--- config.mk ---
export PLATFORM = sky130hd
export DESIGN_NAME = spi_slave_responder
export DESIGN_NICKNAME = d
export VERILOG_FILES = /design/src/rtl/spi_slave_pkg.sv /design/src/rtl/spi_sync_edge.sv /design/src/rtl/spi_slave_responder.sv
export SDC_FILE = /design/constraint.sdc
export NUM_CORES = 1
export LEC_CHECK = 0
export BUFFER_PORTS_ARGS = -buffer_cell sky130_fd_sc_hd__buf_2
export CAP_MARGIN = 20
export CORE_ASPECT_RATIO = 1.4
export CORE_MARGIN = 5
export CORE_UTILIZATION = 49
export DETAILED_ROUTE_END_ITERATION = 10
export GPL_TIMING_DRIVEN = 0
export PLACE_DENSITY = 0.72
export SETUP_SLACK_MARGIN = 0.05
export SLEW_MARGIN = 10
export SYNTH_ARGS = -nofsm -noshare
export SYNTH_HDL_FRONTEND = slang
export SYNTH_SLANG_ARGS = --single-unit
export TNS_END_PERCENT = 10
--- constraint.sdc ---
create_clock -name wb_clk_i -period 3 [get_ports wb_clk_i]
set_input_delay 0.3 -clock wb_clk_i [delete_from_list [all_inputs] [get_ports wb_clk_i]]
set_output_delay 0.3 -clock wb_clk_i [all_outputs]
set_load 0.02 [all_outputs]
--- src/rtl/spi_slave_pkg.sv ---
// Shared types and constants for the SPI slave responder.
package spi_slave_pkg;

  localparam int DATA_W_DEF     = 32;
  // sclk must be at least this many wb_clk_i cycles per period for the oversampler
  localparam int MIN_SCLK_RATIO = 8;

  typedef enum logic [1:0] {
    IDLE,
    SHIFT,
    DONE,
    WAIT_SS
  } state_t;

endpackage

--- src/rtl/spi_sync_edge.sv ---
// Two-flop synchroniser with a third delay flop for rise/fall detection.
module spi_sync_edge #(
  parameter logic RST_VAL = 1'b0
) (
  input  logic clk,
  input  logic rst_n,
  input  logic d,
  output logic sync_o,
  output logic rise_o,
  output logic fall_o
);

  logic meta_q;
  logic sync_q;
  logic dly_q;

  always_ff @(posedge clk or negedge rst_n) begin
    if (!rst_n) begin
      meta_q <= RST_VAL;
      sync_q <= RST_VAL;
      dly_q  <= RST_VAL;
    end else begin
      meta_q <= d;
      sync_q <= meta_q;
      dly_q  <= sync_q;
    end
  end

  assign sync_o = sync_q;
  assign rise_o = sync_q & ~dly_q;
  assign fall_o = ~sync_q & dly_q;

endmodule

--- src/rtl/spi_slave_responder.sv ---
// Oversampling SPI slave: one TX holding buffer, a word shifter and RX strobe,
// with sticky underrun/overrun status cleared by rx_ack_i.
module spi_slave_responder
  import spi_slave_pkg::*;
#(
  parameter int DATA_W = DATA_W_DEF,
  parameter int SS_IDX = 0,
  parameter int LEN_W  = $clog2(DATA_W)
) (
  input  logic              wb_clk_i,
  input  logic              wb_rst_n_i,
  input  logic              sclk_pad_o,
  input  logic [7:0]        ss_pad_o,
  input  logic              mosi_pad_o,
  output logic              miso_pad_i,
  output logic              miso_oe_o,
  input  logic [LEN_W-1:0]  char_len_i,
  input  logic              lsb_i,
  input  logic              tx_neg_i,
  input  logic              rx_neg_i,
  input  logic [DATA_W-1:0] tx_data_i,
  input  logic              tx_valid_i,
  output logic              tx_ready_o,
  output logic [DATA_W-1:0] rx_data_o,
  output logic              rx_valid_o,
  output logic              busy_o,
  output logic              underrun_o,
  output logic              overrun_o,
  input  logic              rx_ack_i
);

  logic sclk_s, sclk_rise, sclk_fall;
  logic ss_s, ss_rise, ss_fall;
  logic mosi_meta, mosi_s;
  logic unused_sync;

  state_t            state_q;
  logic [LEN_W:0]    len_q;
  logic [LEN_W:0]    bitcnt_q;
  logic              sampled_q;
  logic [DATA_W-1:0] shreg_tx;
  logic [DATA_W-1:0] shreg_rx;
  logic [DATA_W-1:0] buf_q;
  logic              buf_full_q;
  logic              rx_pending_q;

  logic [LEN_W:0]    len_in;
  logic [LEN_W-1:0]  in_top_idx;
  logic [LEN_W-1:0]  top_idx;
  logic              sample_edge;
  logic              drive_edge;
  logic [LEN_W:0]    bitcnt_nxt;
  logic              do_drive;
  logic              take_buf;
  logic [DATA_W-1:0] tx_shift;
  logic [DATA_W-1:0] rx_shift;
  logic [DATA_W-1:0] rx_mask;

  spi_sync_edge #(.RST_VAL(1'b0)) u_sclk_sync (
    .clk    (wb_clk_i),
    .rst_n  (wb_rst_n_i),
    .d      (sclk_pad_o),
    .sync_o (sclk_s),
    .rise_o (sclk_rise),
    .fall_o (sclk_fall)
  );

  // Select idles high, so resetting its synchroniser high avoids a false start
  spi_sync_edge #(.RST_VAL(1'b1)) u_ss_sync (
    .clk    (wb_clk_i),
    .rst_n  (wb_rst_n_i),
    .d      (ss_pad_o[SS_IDX]),
    .sync_o (ss_s),
    .rise_o (ss_rise),
    .fall_o (ss_fall)
  );

  assign unused_sync = sclk_s ^ ss_rise;

  always_ff @(posedge wb_clk_i or negedge wb_rst_n_i) begin
    if (!wb_rst_n_i) begin
      mosi_meta <= 1'b0;
      mosi_s    <= 1'b0;
    end else begin
      mosi_meta <= mosi_pad_o;
      mosi_s    <= mosi_meta;
    end
  end

  assign len_in      = (char_len_i == '0) ? (LEN_W+1)'(DATA_W) : {1'b0, char_len_i};
  assign in_top_idx  = LEN_W'(len_in - (LEN_W+1)'(1));
  assign top_idx     = LEN_W'(len_q - (LEN_W+1)'(1));
  assign sample_edge = rx_neg_i ? sclk_fall : sclk_rise;
  assign drive_edge  = tx_neg_i ? sclk_fall : sclk_rise;
  assign bitcnt_nxt  = sample_edge ? (bitcnt_q - (LEN_W+1)'(1)) : bitcnt_q;
  // On a shared edge the sample is taken first, so drive sees the updated count
  assign do_drive    = drive_edge & (sampled_q | sample_edge) & (bitcnt_nxt != '0);
  assign tx_shift    = lsb_i ? (shreg_tx >> 1) : (shreg_tx << 1);
  assign rx_mask     = {DATA_W{1'b1}} >> (DATA_W - int'(len_q));
  assign take_buf    = (state_q == IDLE) & ss_fall & buf_full_q;
  assign tx_ready_o  = ~buf_full_q;

  always_comb begin
    rx_shift = '0;
    if (lsb_i) begin
      rx_shift          = shreg_rx >> 1;
      rx_shift[top_idx] = mosi_s;
    end else begin
      rx_shift = {shreg_rx[DATA_W-2:0], mosi_s};
    end
  end

  always_ff @(posedge wb_clk_i or negedge wb_rst_n_i) begin
    if (!wb_rst_n_i) begin
      buf_q      <= '0;
      buf_full_q <= 1'b0;
    end else if (take_buf) begin
      buf_full_q <= 1'b0;
    end else if (tx_valid_i && !buf_full_q) begin
      buf_q      <= tx_data_i;
      buf_full_q <= 1'b1;
    end
  end

  // Flag updates below the ack clear so a same-cycle completion or underrun wins
  always_ff @(posedge wb_clk_i or negedge wb_rst_n_i) begin
    if (!wb_rst_n_i) begin
      state_q      <= IDLE;
      len_q        <= '0;
      bitcnt_q     <= '0;
      sampled_q    <= 1'b0;
      shreg_tx     <= '0;
      shreg_rx     <= '0;
      rx_pending_q <= 1'b0;
      miso_pad_i   <= 1'b0;
      miso_oe_o    <= 1'b0;
      rx_data_o    <= '0;
      rx_valid_o   <= 1'b0;
      busy_o       <= 1'b0;
      underrun_o   <= 1'b0;
      overrun_o    <= 1'b0;
    end else begin
      rx_valid_o <= 1'b0;
      if (rx_ack_i) begin
        rx_pending_q <= 1'b0;
        underrun_o   <= 1'b0;
        overrun_o    <= 1'b0;
      end
      case (state_q)
        IDLE: begin
          miso_pad_i <= 1'b0;
          miso_oe_o  <= 1'b0;
          busy_o     <= 1'b0;
          if (ss_fall) begin
            state_q   <= SHIFT;
            len_q     <= len_in;
            bitcnt_q  <= len_in;
            sampled_q <= 1'b0;
            shreg_rx  <= '0;
            miso_oe_o <= 1'b1;
            busy_o    <= 1'b1;
            if (buf_full_q) begin
              shreg_tx   <= buf_q;
              miso_pad_i <= lsb_i ? buf_q[0] : buf_q[in_top_idx];
            end else begin
              shreg_tx   <= '0;
              miso_pad_i <= 1'b0;
              underrun_o <= 1'b1;
            end
          end
        end
        SHIFT: begin
          if (ss_s) begin
            state_q    <= IDLE;
            busy_o     <= 1'b0;
            miso_oe_o  <= 1'b0;
            miso_pad_i <= 1'b0;
          end else begin
            if (sample_edge) begin
              shreg_rx  <= rx_shift;
              bitcnt_q  <= bitcnt_nxt;
              sampled_q <= 1'b1;
              if (bitcnt_nxt == '0) state_q <= DONE;
            end
            if (do_drive) begin
              shreg_tx   <= tx_shift;
              miso_pad_i <= lsb_i ? tx_shift[0] : tx_shift[top_idx];
            end
          end
        end
        DONE: begin
          rx_data_o    <= shreg_rx & rx_mask;
          rx_valid_o   <= 1'b1;
          rx_pending_q <= 1'b1;
          if (rx_pending_q) overrun_o <= 1'b1;
          busy_o       <= 1'b0;
          state_q      <= WAIT_SS;
        end
        WAIT_SS: begin
          if (ss_s) state_q <= IDLE;
        end
        default: state_q <= IDLE;
      endcase
    end
  end

endmodule

==> metrics.md <==
| Metric | Value |
|---|---|
| Status | `completed` |
| Maximum vdd drop | `669 uV` |
| Syn. warnings | `0` |
| Worst path cell trace | `clkinv_4 > ha_1 > clkbuf_1 > clkbuf_4 > mux4_2 > a221oi_2 > a21o_1 > o211ai_1 > mux2_4` |
| WL final | `23.7 mm` |
| Cts bufs inserted | `17` |
| FILL cells | `1585` |
| DRC viols | `0` |
| Core area | `17900 um2` |
| Area growth syn-to-layout | `15.8%` |
| Routed vias | `7233` |
| CP max FO | `10` |
| P_sw | `4.69 mW` |
| Chip Height | `169 um` |
| Asr flop ratio synth | `1.00` |
| Initial core utilization | `0.496` |
| Critical path class | `reg -> reg` |
| Clk Tree Root Cell | `clkbuf_16` |
| First-pass GRT wire length | `38.6 mm` |
| Synth top area cells | `dfrtp_1 (44%), mux2_2 (8.5%), mux2i_1 (6.3%)` |
| Synth top area share | `0.439` |
| Clock skew | `0.0131 ns` |
| Internal | `6.48 mW` |
| Post-synth EDFFs | `0` |
| Syn_nets | `910` |
| Drt pass-1 iters | `7` |
| Final hold vios | `0` |
| Tmin final | `2.87 ns` |
| Yosys reg bits | `159` |
| Leakage | `4.81 nW` |
| Placed Instance Area | `9640 um2` |
| Final setup violation count | `0` |
| Detail Route Antenna Nets | `0` |
| Drt wl/cell | `19.7 um` |
| CTS max path bufs | `2` |
| Post-CTS Setup Inserts | `0` |
| Max Cap Viol | `0` |
| Cell Pwr Density | `1080 nW/um2` |
| Mapped Cells | `845` |
| Vias in the first global route | `7353` |
| Worst EP required | `3.31 ns` |
| DP HPWL | `17.4 mm` |
| Diodes inserted | `0` |
| Most common cell in the netlist | `dfrtp_1` |
| Synth Area per Inst | `10.5 um2` |
| Gr ovfl total | `0` |
| Logic pwr share | `0.468` |
| Clk pwr share | `0.191` |
| I/O Pins | `93` |
| Sw Share | `0.420` |
| Die Area | `21000 um2` |
| Pins Over Slew Limit | `0` |
| Worst path max stage delay | `0.46 ns` |
| Critical Path AT | `3.18 ns` |
| IO Port Bufs | `83` |
| F_max | `0.348 GHz` |
| RePlAce Congestion | `0.922` |
| Clock latency on the worst-skew pair | `0.43 ns` |
| Crit. End Element | `flop` |
| Hold Path Class | `in -> reg` |
| Die Wd | `124 um` |
| Post-route cell area | `10300 um2` |
| Clk slew on worst S/H paths | `0.06 ns` |
| Fraction of layout cells with a size suffix above 1 | `0.242` |
| Slew HR | `0.338` |
| Critical Path Source Type | `flop` |
| H-tree levels | `4` |
| 1st-iter DRT viols | `557` |
| Min Hold Slack | `0.0993 ns` |
| Nets | `1017` |
| Clk sinks | `159` |
| Distinct cell type count after synthesis | `66` |
| Initial antenna violation count | `0` |
| Slowest stage cell, crit path | `dfrtp_2` |
| Tcrit/Tclk final | `0.957` |
| Via density | `6.01` |
| Unrepaired setup endpoints after global routing | `yes` |
| Top post-synthesis cells by count | `dfrtp_1 (156), nand2_1 (69), mux2_2 (67)` |
| Sequential share of power | `0.341` |
| Post-Syn Area | `8890 um2` |
| Top_reg_cell synth | `dfrtp_1` |
| Largest net degree at the start of global routing | `105` |
| Least-Margin Pin Slew | `0.986 ns` |
| Row cnt | `58` |
| GRT Resource Usage Total | `0.235` |
| Post-synth top area cell | `dfrtp_1` |
| CTS tree | `built` |
| Sequential cell area fraction in the yosys report | `0.448` |
==> stage by stage <==
stage	setup WS, ns	setup TNS, ns	total power [mW]	cells	utilization
2_1_floorplan	0.254	0	7.32	845	-
3_3_place_gp	-0.837	-131.69	8.78	1168	0.536
3_5_place_dp	-0.632	-5.83	8.90	1169	0.538
4_1_cts	0.110	0	11.1	1204	0.573
5_1_grt	0.0255	0	11.9	1204	0.574
6_report	0.129	0	11.2	1204	0.574
==> kinds of logic (layout without fill, tap and decap cells) <==
kind of cell | Yosys count | after routing | share of synthesized area
compound gates | 230 | 230 | 0.175
simple gates | 190 | 190 | 0.0999
flops | 159 | 159 | 0.448
mux | 149 | 149 | 0.202
buf+inv | 94 | 213 | 0.0474
xor+xnor | 12 | 12 | 0.0127
fa+ha+maj | 11 | 11 | 0.0155
==> worst max-delay path: cells and delay by family, from the launching register on <==
family	cells	cell delay, ns
buffers and inverters	3	0.79
DFF	1	0.46
adders and majority gates	1	0.33
AOI/OAI and AO/OA	3	0.55
muxes	2	0.63
==> registers in the layout (all words and copies together), names as in the netlist, 6 cells and up, named ones only <==
register / cells
shreg_rx: 32
rx_data_o: 32
bitcnt_q: 6
buf_q: 32
len_q: 6
shreg_tx: 32
==> layout make-up <==
cell class / count / area, um2 / share of cell area
clock inverters: 9 / 110 / 0.0107
plain buffers: 65 / 320 / 0.0311
clock buffers: 22 / 464 / 0.0451
multi-input cells: 592 / 4510 / 0.438
flip-flops and latches: 159 / 3980 / 0.387
well taps: 240 / 300 / 0.0292
inverters: 29 / 114 / 0.0111
repair buffers: 88 / 493 / 0.0479
==> power by group through the flow <==
| stage | combinational, mW | sequential [mW] | clock (mW) |
|---|---|---|---|
| floorplan | 3.59 | 3.73 | 0 |
| global placement | 5.00 | 3.78 | 0 |
| detailed placement | 5.10 | 3.81 | 0 |
| CTS | 5.14 | 3.79 | 2.16 |
| global route | 5.69 | 3.91 | 2.27 |
| finish | 5.23 | 3.81 | 2.13 |
==> cell usage in the layout (no fill, tap or decap), types with 6 or more instances in the layout <==
| cell | count |
|---|---|
| a21o_1 | 10 |
| buf_2 | 90 |
| buf_1 | 9 |
| nor2b_1 | 7 |
| a21oi_1 | 57 |
| nor2_1 | 50 |
| mux4_2 | 16 |
| o21ai_0 | 53 |
| a32o_1 | 8 |
| inv_1 | 25 |
| ha_1 | 11 |
| nand2_1 | 69 |
| clkbuf_1 | 39 |
| a22o_1 | 46 |
| buf_6 | 7 |
| dfrtp_1 | 155 |
| xor2_1 | 6 |
| a31oi_1 | 9 |
| mux2i_1 | 56 |
| o2bb2ai_1 | 6 |
| mux2_2 | 67 |
| clkbuf_16 | 17 |
| nand3_1 | 24 |
| mux2_1 | 8 |
==> path summary, 6_finish.rpt <==
check                           slack [ns]  cells past startpoint                 start                        to
worst max register to register        0.13                      9  len_q[0]$_DFFE_PN0P_    miso_pad_i$_DFFE_PN0P_
worst min register to register        0.35                      0   mosi_meta$_DFF_PN0_          mosi_s$_DFF_PN0_
min in group asynchronous             0.37                      2            wb_rst_n_i  shreg_tx[11]$_DFFE_PN0P_
worst min-delay path                   0.1                      2         tx_data_i[20]     buf_q[20]$_DFFE_PN0P_
max in group asynchronous             1.72                      3            wb_rst_n_i      len_q[0]$_DFFE_PN0P_
worst max-delay path                  0.13                      9  len_q[0]$_DFFE_PN0P_    miso_pad_i$_DFFE_PN0P_
==> timing repair <==
action / CTS / global route
gates resized for setup: 5 / 7
endpoints found under the hold margin: 55 / 0
setup endpoints to repair: 44 / 21
hold buffers: 4 / 0
==> layer usage <==
metal,up-vias,track usage,wire [um]
met4,0,0.113,974
met3,74,0.0403,1460
met1,3530,0.286,9100
li1,3320,-,-
met2,309,0.401,12100
met5,-,0,0
No activity file was read; power rests on OpenSTA's default activity.
